`src/rtl/pipe_hazard_ctrl_pkg.sv`:
```
// Shared control encodings for the hazard controller: IF_ID/ID_EX control
// values and the mult/div tracker state type.
package pipe_hazard_ctrl_pkg;

    localparam logic IF_ID_WRITE_ON  = 1'b1;
    localparam logic IF_ID_WRITE_OFF = 1'b0;
    localparam logic IF_ID_FLUSH_ON  = 1'b1;
    localparam logic IF_ID_FLUSH_OFF = 1'b0;
    localparam logic ID_EX_FLUSH_ON  = 1'b1;
    localparam logic ID_EX_FLUSH_OFF = 1'b0;

    typedef enum logic {
        MD_IDLE = 1'b0,
        MD_BUSY = 1'b1
    } md_state_t;

endpackage

```
`src/rtl/pipe_hazard_ctrl_md_busy_tracker.sv`:
```
// Tracks one in-flight mult/div: busy for exactly MD_LATENCY cycles after an
// accepted start.
module md_busy_tracker
    import pipe_hazard_ctrl_pkg::*;
#(
    parameter int unsigned MD_LATENCY = 32,
    parameter int unsigned CNT_W      = 8
) (
    input  logic clk,
    input  logic reset,
    input  logic start,
    output logic busy
);

    localparam logic [CNT_W-1:0] CNT_LOAD = CNT_W'(MD_LATENCY - 1);

    md_state_t        state, state_nxt;
    logic [CNT_W-1:0] cnt, cnt_nxt;

    always_ff @(posedge clk or posedge reset) begin
        if (reset) begin
            state <= MD_IDLE;
            cnt   <= '0;
        end else begin
            state <= state_nxt;
            cnt   <= cnt_nxt;
        end
    end

    always_comb begin
        state_nxt = state;
        cnt_nxt   = cnt;
        case (state)
            MD_IDLE: begin
                if (start) begin
                    state_nxt = MD_BUSY;
                    cnt_nxt   = CNT_LOAD;
                end
            end
            MD_BUSY: begin
                if (cnt == '0) begin
                    state_nxt = MD_IDLE;
                end else begin
                    cnt_nxt = cnt - 1'b1;
                end
            end
            default: state_nxt = MD_IDLE;
        endcase
    end

    assign busy = (state == MD_BUSY);

endmodule

```
`src/rtl/pipe_hazard_ctrl.sv`:
```
// Pipeline hazard controller: load-use, mult/div and fetch-wait stalls plus
// ID redirects. Optional perf counters under macro HAZARD_PERF_EN.
module pipe_hazard_ctrl
    import pipe_hazard_ctrl_pkg::*;
#(
    parameter int unsigned MD_LATENCY = 32,
    parameter int unsigned CNT_W      = 8
) (
    input  logic       clk,
    input  logic       reset,
    input  logic [4:0] id_rs,
    input  logic [4:0] id_rt,
    input  logic       id_uses_rt,
    input  logic       id_ex_mem_read,
    input  logic [4:0] id_ex_rt,
    input  logic       id_branch_taken,
    input  logic       id_md_start,
    input  logic       id_md_read,
    input  logic       imem_ready,
    output logic       pc_write,
    output logic       if_id_write,
    output logic       if_id_flush,
    output logic       id_ex_flush,
    output logic       md_busy
`ifdef HAZARD_PERF_EN
    ,
    output logic [31:0] perf_stall_cycles,
    output logic [31:0] perf_flushes
`endif
);

    logic lu, md_stall, stall, redirect;

    assign lu = id_ex_mem_read && (id_ex_rt != 5'd0) &&
                ((id_ex_rt == id_rs) || (id_uses_rt && (id_ex_rt == id_rt)));
    assign md_stall = md_busy && (id_md_start || id_md_read);
    assign stall    = lu || md_stall;
    assign redirect = id_branch_taken && !stall;

    // A start is only accepted when the issuing instruction is not itself held.
    md_busy_tracker #(
        .MD_LATENCY(MD_LATENCY),
        .CNT_W     (CNT_W)
    ) u_md_busy_tracker (
        .clk  (clk),
        .reset(reset),
        .start(id_md_start && !stall),
        .busy (md_busy)
    );

    always_comb begin
        pc_write    = 1'b1;
        if_id_write = IF_ID_WRITE_ON;
        if_id_flush = IF_ID_FLUSH_OFF;
        id_ex_flush = ID_EX_FLUSH_OFF;
        if (reset) begin
            pc_write    = 1'b0;
            if_id_write = IF_ID_WRITE_OFF;
            if_id_flush = IF_ID_FLUSH_OFF;
            id_ex_flush = ID_EX_FLUSH_OFF;
        end else if (stall) begin
            pc_write    = 1'b0;
            if_id_write = IF_ID_WRITE_OFF;
            id_ex_flush = ID_EX_FLUSH_ON;
        end else if (redirect) begin
            if_id_flush = IF_ID_FLUSH_ON;
        end else if (!imem_ready) begin
            // Fetch wait: bubble into ID so the current ID instruction is not re-issued.
            pc_write    = 1'b0;
            if_id_write = IF_ID_WRITE_OFF;
            if_id_flush = IF_ID_FLUSH_ON;
        end
    end

`ifdef HAZARD_PERF_EN
    always_ff @(posedge clk or posedge reset) begin
        if (reset) begin
            perf_stall_cycles <= '0;
            perf_flushes      <= '0;
        end else begin
            if (stall && (perf_stall_cycles != '1))
                perf_stall_cycles <= perf_stall_cycles + 32'd1;
            if ((if_id_flush == IF_ID_FLUSH_ON) && (perf_flushes != '1))
                perf_flushes <= perf_flushes + 32'd1;
        end
    end
`endif

endmodule

```
`config.mk`:
```
export PLATFORM = sky130hd
export DESIGN_NAME = pipe_hazard_ctrl
export DESIGN_NICKNAME = d
export VERILOG_FILES = /design/src/rtl/pipe_hazard_ctrl_pkg.sv /design/src/rtl/pipe_hazard_ctrl_md_busy_tracker.sv /design/src/rtl/pipe_hazard_ctrl.sv
export SDC_FILE = /design/constraint.sdc
export NUM_CORES = 1
export LEC_CHECK = 0
export CAP_MARGIN = 20
export CORE_MARGIN = 4
export CORE_UTILIZATION = 46
export CTS_BUF_LIST = sky130_fd_sc_hd__clkbuf_8 sky130_fd_sc_hd__clkbuf_16
export DETAILED_ROUTE_END_ITERATION = 8
export GPL_TIMING_DRIVEN = 1
export PLACE_DENSITY_LB_ADDON = 0.1
export SLEW_MARGIN = 20
export SYNTH_ARGS = -nofsm -noshare
export SYNTH_HDL_FRONTEND = slang
export SYNTH_SLANG_ARGS = --single-unit
```
`constraint.sdc`:
```
create_clock -name clk -period 2.2 [get_ports clk]
set_input_delay 0.33 -clock clk [delete_from_list [all_inputs] [get_ports clk]]
set_output_delay 0.33 -clock clk [all_outputs]
set_load 0.02 [all_outputs]
```
; ---- Word-level counts from Yosys, hierarchy flattened
; Index checks and enable logic that the tools add are counted.
[totals]
ff_bits = 9
input_bits = 23
out_inout_bits = 5
elab_cells = 37
[op_classes]
addsub = 1
eq_ne = 4
mux = 16
bitwise = 1
n_reduce_logical = 13
[op_table]
columns = cell, n
row1 = two-way mux 8 bit, 2
row2 = one-hot mux 8 bit (2 select lines), 1
row3 = two-way mux 1 bit, 12
row4 = == test 5 bit, 2
row5 = zero test 8 bit, 1
row6 = "subtractor 8 x 1 -> 8 bit, second input constant", 1
row7 = logical AND 1 bit, 6
row8 = nonzero test 5 bit, 1
row9 = logical OR 1 bit, 3
row10 = "!= test 2 x 1 -> 1 bit, second input constant", 1
row11 = "!= test 2 bit, second input constant", 1
row12 = one-hot mux 1 bit (2 select lines), 1
row13 = AND reduction 2 bit, 1
row14 = zero test 1 bit, 1
row15 = inverter 1 bit, 1

; ---- Longest topological paths before layout
[depth]
depth_word = 10
mapped_depth = 6
ltp_nobuf = 6

; ---- Hierarchy
; Synthesis repeated with hierarchy kept, for this count alone.
[hier_totals]
hier_cells = 83
hier_area_um2 = 734.5
[modules_own_cells]
columns = module, n_inst, cells_per_inst, area_each_um2, seq_area_each_um2
row1 = md_busy_tracker, 1, 55, 523.0, 225.2
row2 = pipe_hazard_ctrl, 1, 28, 211.5, 0.0

; ---- Worst setup path after synthesis
; No wires, ideal clock.
[synth_path]
kind = input to output
from = in id_ex_rt[1]
to = out pc_write
t_arrival_ns = 1.850
required_ns = 1.870
path_slack_ns = 0.020
cell_stages = 4
path_buffers = 1
path_cell_list = or4_4 o21a_4 a2111oi_4 buf_4
[synth_between]
elab_chain_len = 10
word_cells_on_any_way = 13
classes_between = eq/ne (2) / mux (3) / reduce/logical (8)
[synth_lines]
columns = item, line
row1 = from (decl), pipe_hazard_ctrl.sv:15  ; input logic [4:0] id_ex_rt,
row2 = == test 5 bit, pipe_hazard_ctrl.sv:35  ; ((id_ex_rt == id_rs) || (id_uses_rt && (id_ex_rt == id_rt)));
row3 = logical AND 1 bit, pipe_hazard_ctrl.sv:35
row4 = logical OR 1 bit, pipe_hazard_ctrl.sv:35
row5 = logical AND 1 bit *, pipe_hazard_ctrl.sv:34  ; assign lu = id_ex_mem_read && (id_ex_rt != 5'd0) &&
row6 = logical OR 1 bit *, pipe_hazard_ctrl.sv:37  ; assign stall = lu || md_stall;
row7 = zero test 1 bit, pipe_hazard_ctrl.sv:38  ; assign redirect = id_branch_taken && !stall;
row8 = logical AND 1 bit, pipe_hazard_ctrl.sv:38
row9 = two-way mux 1 bit, -
row10 = two-way mux 1 bit * (2 in series), -
row11 = to (decl), pipe_hazard_ctrl.sv:20  ; output logic pc_write,
; Mark *: on every way between the ends. The rest lies on a longest branch, timed or not.

; ---- Worst setup path in the final report
[layout_path]
from = in id_ex_rt[4]
to = out if_id_write
[layout_between]
elab_chain_len = 10
word_cells_on_any_way = 13
classes_between = eq/ne (2) / mux (3) / reduce/logical (8)
[layout_lines]
columns = item, line
row1 = == test 5 bit, pipe_hazard_ctrl.sv:35
row2 = logical AND 1 bit, pipe_hazard_ctrl.sv:35
row3 = logical OR 1 bit, pipe_hazard_ctrl.sv:35
row4 = logical AND 1 bit *, pipe_hazard_ctrl.sv:34
row5 = logical OR 1 bit *, pipe_hazard_ctrl.sv:37
row6 = zero test 1 bit, pipe_hazard_ctrl.sv:38
row7 = logical AND 1 bit, pipe_hazard_ctrl.sv:38
row8 = two-way mux 1 bit, pipe_hazard_ctrl.sv:65  ; end else if (redirect) begin
row9 = two-way mux 1 bit *, pipe_hazard_ctrl.sv:61  ; end else if (stall) begin
row10 = two-way mux 1 bit *, pipe_hazard_ctrl.sv:56  ; if (reset) begin
row11 = to (decl), pipe_hazard_ctrl.sv:21  ; output logic if_id_write,
; Marked as above.

==> impl_metrics.tcl <==
set metrics [dict create \
    run_status "complete, no violations" \
    min_period_ns 2.099 \
    gr-total-overflow 0 \
    cts_tree "built" \
    placed_area_um2 1313 \
    drt_iter0_drc 15 \
    grt_pass1_vias 932 \
    r2r_end "u_md_busy_tracker.cnt[2]" \
    finalHoldViolCount 0 \
    yosysWarnings 0 \
    yosys.area.top_type "dfrtp_1" \
    synth_top_area_share_pct 24.86 \
    grt_max_degree 18 \
    holdBufCountCts 0 \
    viasPerCell 5.506 \
    dpl.hpwl_mm 1.927 \
    syn_area_per_cell_um2 8.969 \
    drtAntennaViolNets 0 \
    post-route-period-util_pct 95.41 \
    clk_latency_ns 0.24 \
    cp_max_fo 3 \
    timing.setup.tns_ns 0 \
    port_buffers 27 \
    wl_per_cell_um 14.39 \
    reg2regPathDepth 6 \
    clk_pin_slew_worst_paths_ns 0.05 \
    synth_seq_cells 9 \
    initial_core_util_pct 50.28 \
    leakagePower_uw 0.0005624 \
    drv_slew 0 \
    grt_pass1_wl_mm 4.071 \
    drc_errors 0 \
    h-tree-depth 1 \
    min_path_type "in -> async" \
    rows 15 \
    fp.dieW_um 52.38 \
    drv_cap 0 \
    clock_skew_ns 0.003966 \
    track_usage_pct 19.83 \
    rsz0062_at_grt "false" \
    timing.hold.ws_ns 0.5603 \
    r2r-start "u_md_busy_tracker.cnt[0]" \
    cts.path.max_buffers 2 \
    crit_path_start_kind "input pin" \
    antenna_cells 0 \
    syn_to_final_growth_pct 48.48 \
    final_cells 170 \
    relSlewSlack_pct 58.18 \
    synth-edff-count 0 \
    io-pin-count 28 \
    endpoint_kind "primary output" \
    final_util_pct 74.65 \
    first_pass_iters 4 \
    routabilityCongestion 0.8925 \
    core_um2 1802 \
    synth.distinct_cells 43 \
    p_per_area_nw_per_um2 902.8 \
    setup_viol 0 \
    cts_buffers 3 \
    ys_top_cells_by_area "dfrtp_1 25%, xor2_1 8.7%, a2111oi_4 6.1%" \
    dieArea_um2 2743 \
    fmax_mhz 476.4 \
    worstMarginPinSlew_ns 0.6115 \
    crit_required_ns 1.87 \
    syn_nets 125 \
    vias 936 \
    nFillCells 147 \
    wl_mm 2.447 \
    clock-sinks 9 \
    layout_commonest_cell "buf_4" \
    post_cts_buffers 0 \
    synth_area_um2 905.9 \
    syn_inst 101 \
    nNetsFinal 170 \
    cts_root_buffer "clkbuf_8" \
    path_class "in -> out" \
    synthArstFlopShare_pct 100.0 \
    final_cell_area_um2 1345 \
    synth-seq-area-share_pct 24.86 \
    drive_gt1_share_pct 28.97 \
    layout_common_cells "21 x buf_4, 10 x dlygate4sd2_1, 9 x xor2_1, 9 x clkdlybuf4s50_1, 9 x dfrtp_1" \
    ir_worst_vdd_v 0.0008856 \
    numPlacedInstances 166 \
    grt_antenna_before_repair 0 \
    ys.flop_type "dfrtp_1" \
    die_y_um 52.38 \
    r2r_slack_ns 0.34 \
    crit_arrival_ns 1.77 \
]
-- cell families after synthesis --
kind of cell | after synthesis | synth area share (%)
XOR/XNOR | 11 | 10.64
multiplexers | 1 | 1.105
AO/OA/AOI/OAI | 29 | 31.36
buffers and inverters | 10 | 4.972
adder cells (fa/ha/maj) | 1 | 1.381
flip-flops | 9 | 24.86
AND/OR/NAND/NOR | 40 | 25.69
-- stage by stage --
stage                     power, uW  setup WS (ns)
after floorplan               810.7        0.02013
after global routing           1323        0.01739
after CTS                      1207        0.02528
final                          1214         0.1010
after detailed placement       1022        -0.7238
after global placement        997.7        -0.6866
-- final cells by class --
type | instances | area [um2] | share of cell area, %
Timing Repair Buffer | 44 | 360.3 | 26.79
Sequential cell | 9 | 225.2 | 16.74
Clock buffer | 3 | 41.29 | 3.070
Clock inverter | 1 | 3.754 | 0.2791
Inverter | 6 | 22.52 | 1.674
Tap cell | 25 | 31.28 | 2.326
Multi-Input combinational cell | 82 | 660.6 | 49.12
-- repair_timing --
item,4_1_cts,5_1_grt
setup endpoints to repair,4,3
resized for setup,40,7
pin swaps,15,6
-- synth_stat cells (4+ instances only) --
cell      count
nor2_1        8
a21oi_1       4
nand3_1       4
inv_1         5
a211oi_1      4
nor3_1        8
nand2_1       4
dfrtp_1       9
xor2_1        9
-- registers in the layout (all words and copies together) (netlist names) --
signal and count:
u_md_busy_tracker.cnt 8, u_md_busy_tracker.busy 1
-- worst max-delay path by stage --
stage / startpoint / to / cells past startpoint
after floorplan: id_ex_rt[1] / pc_write / 4
after global placement: id_ex_rt[1] / if_id_write / 5
after detailed placement: id_ex_rt[1] / id_ex_flush / 7
after CTS: id_ex_rt[2] / if_id_write / 5
after global routing: id_rt[3] / id_ex_flush / 6
final: id_ex_rt[4] / if_id_write / 5
-- report_power, final --
group	switching (uW)	internal, uW
Sequential	119	245
Clock	68.4	122
Combinational	346	314
-- critical path: stages --
cell and delay, ns:
clkdlybuf4s15_1 0.21, or4_4 0.44, o21a_4 0.24, a2111oi_4 0.35, buf_4 0.20
-- metal layers --
layer,global-route usage [%],up-vias,wire [um],part of all wire (%)
met5,0,-,0,0
met4,1.277,0,0,0
met3,6.553,0,109,4.5
met2,34.50,20,1235,50
met1,24.65,438,1102,45
li1,-,478,-,-
No activity file was read; power rests on OpenSTA's default activity.
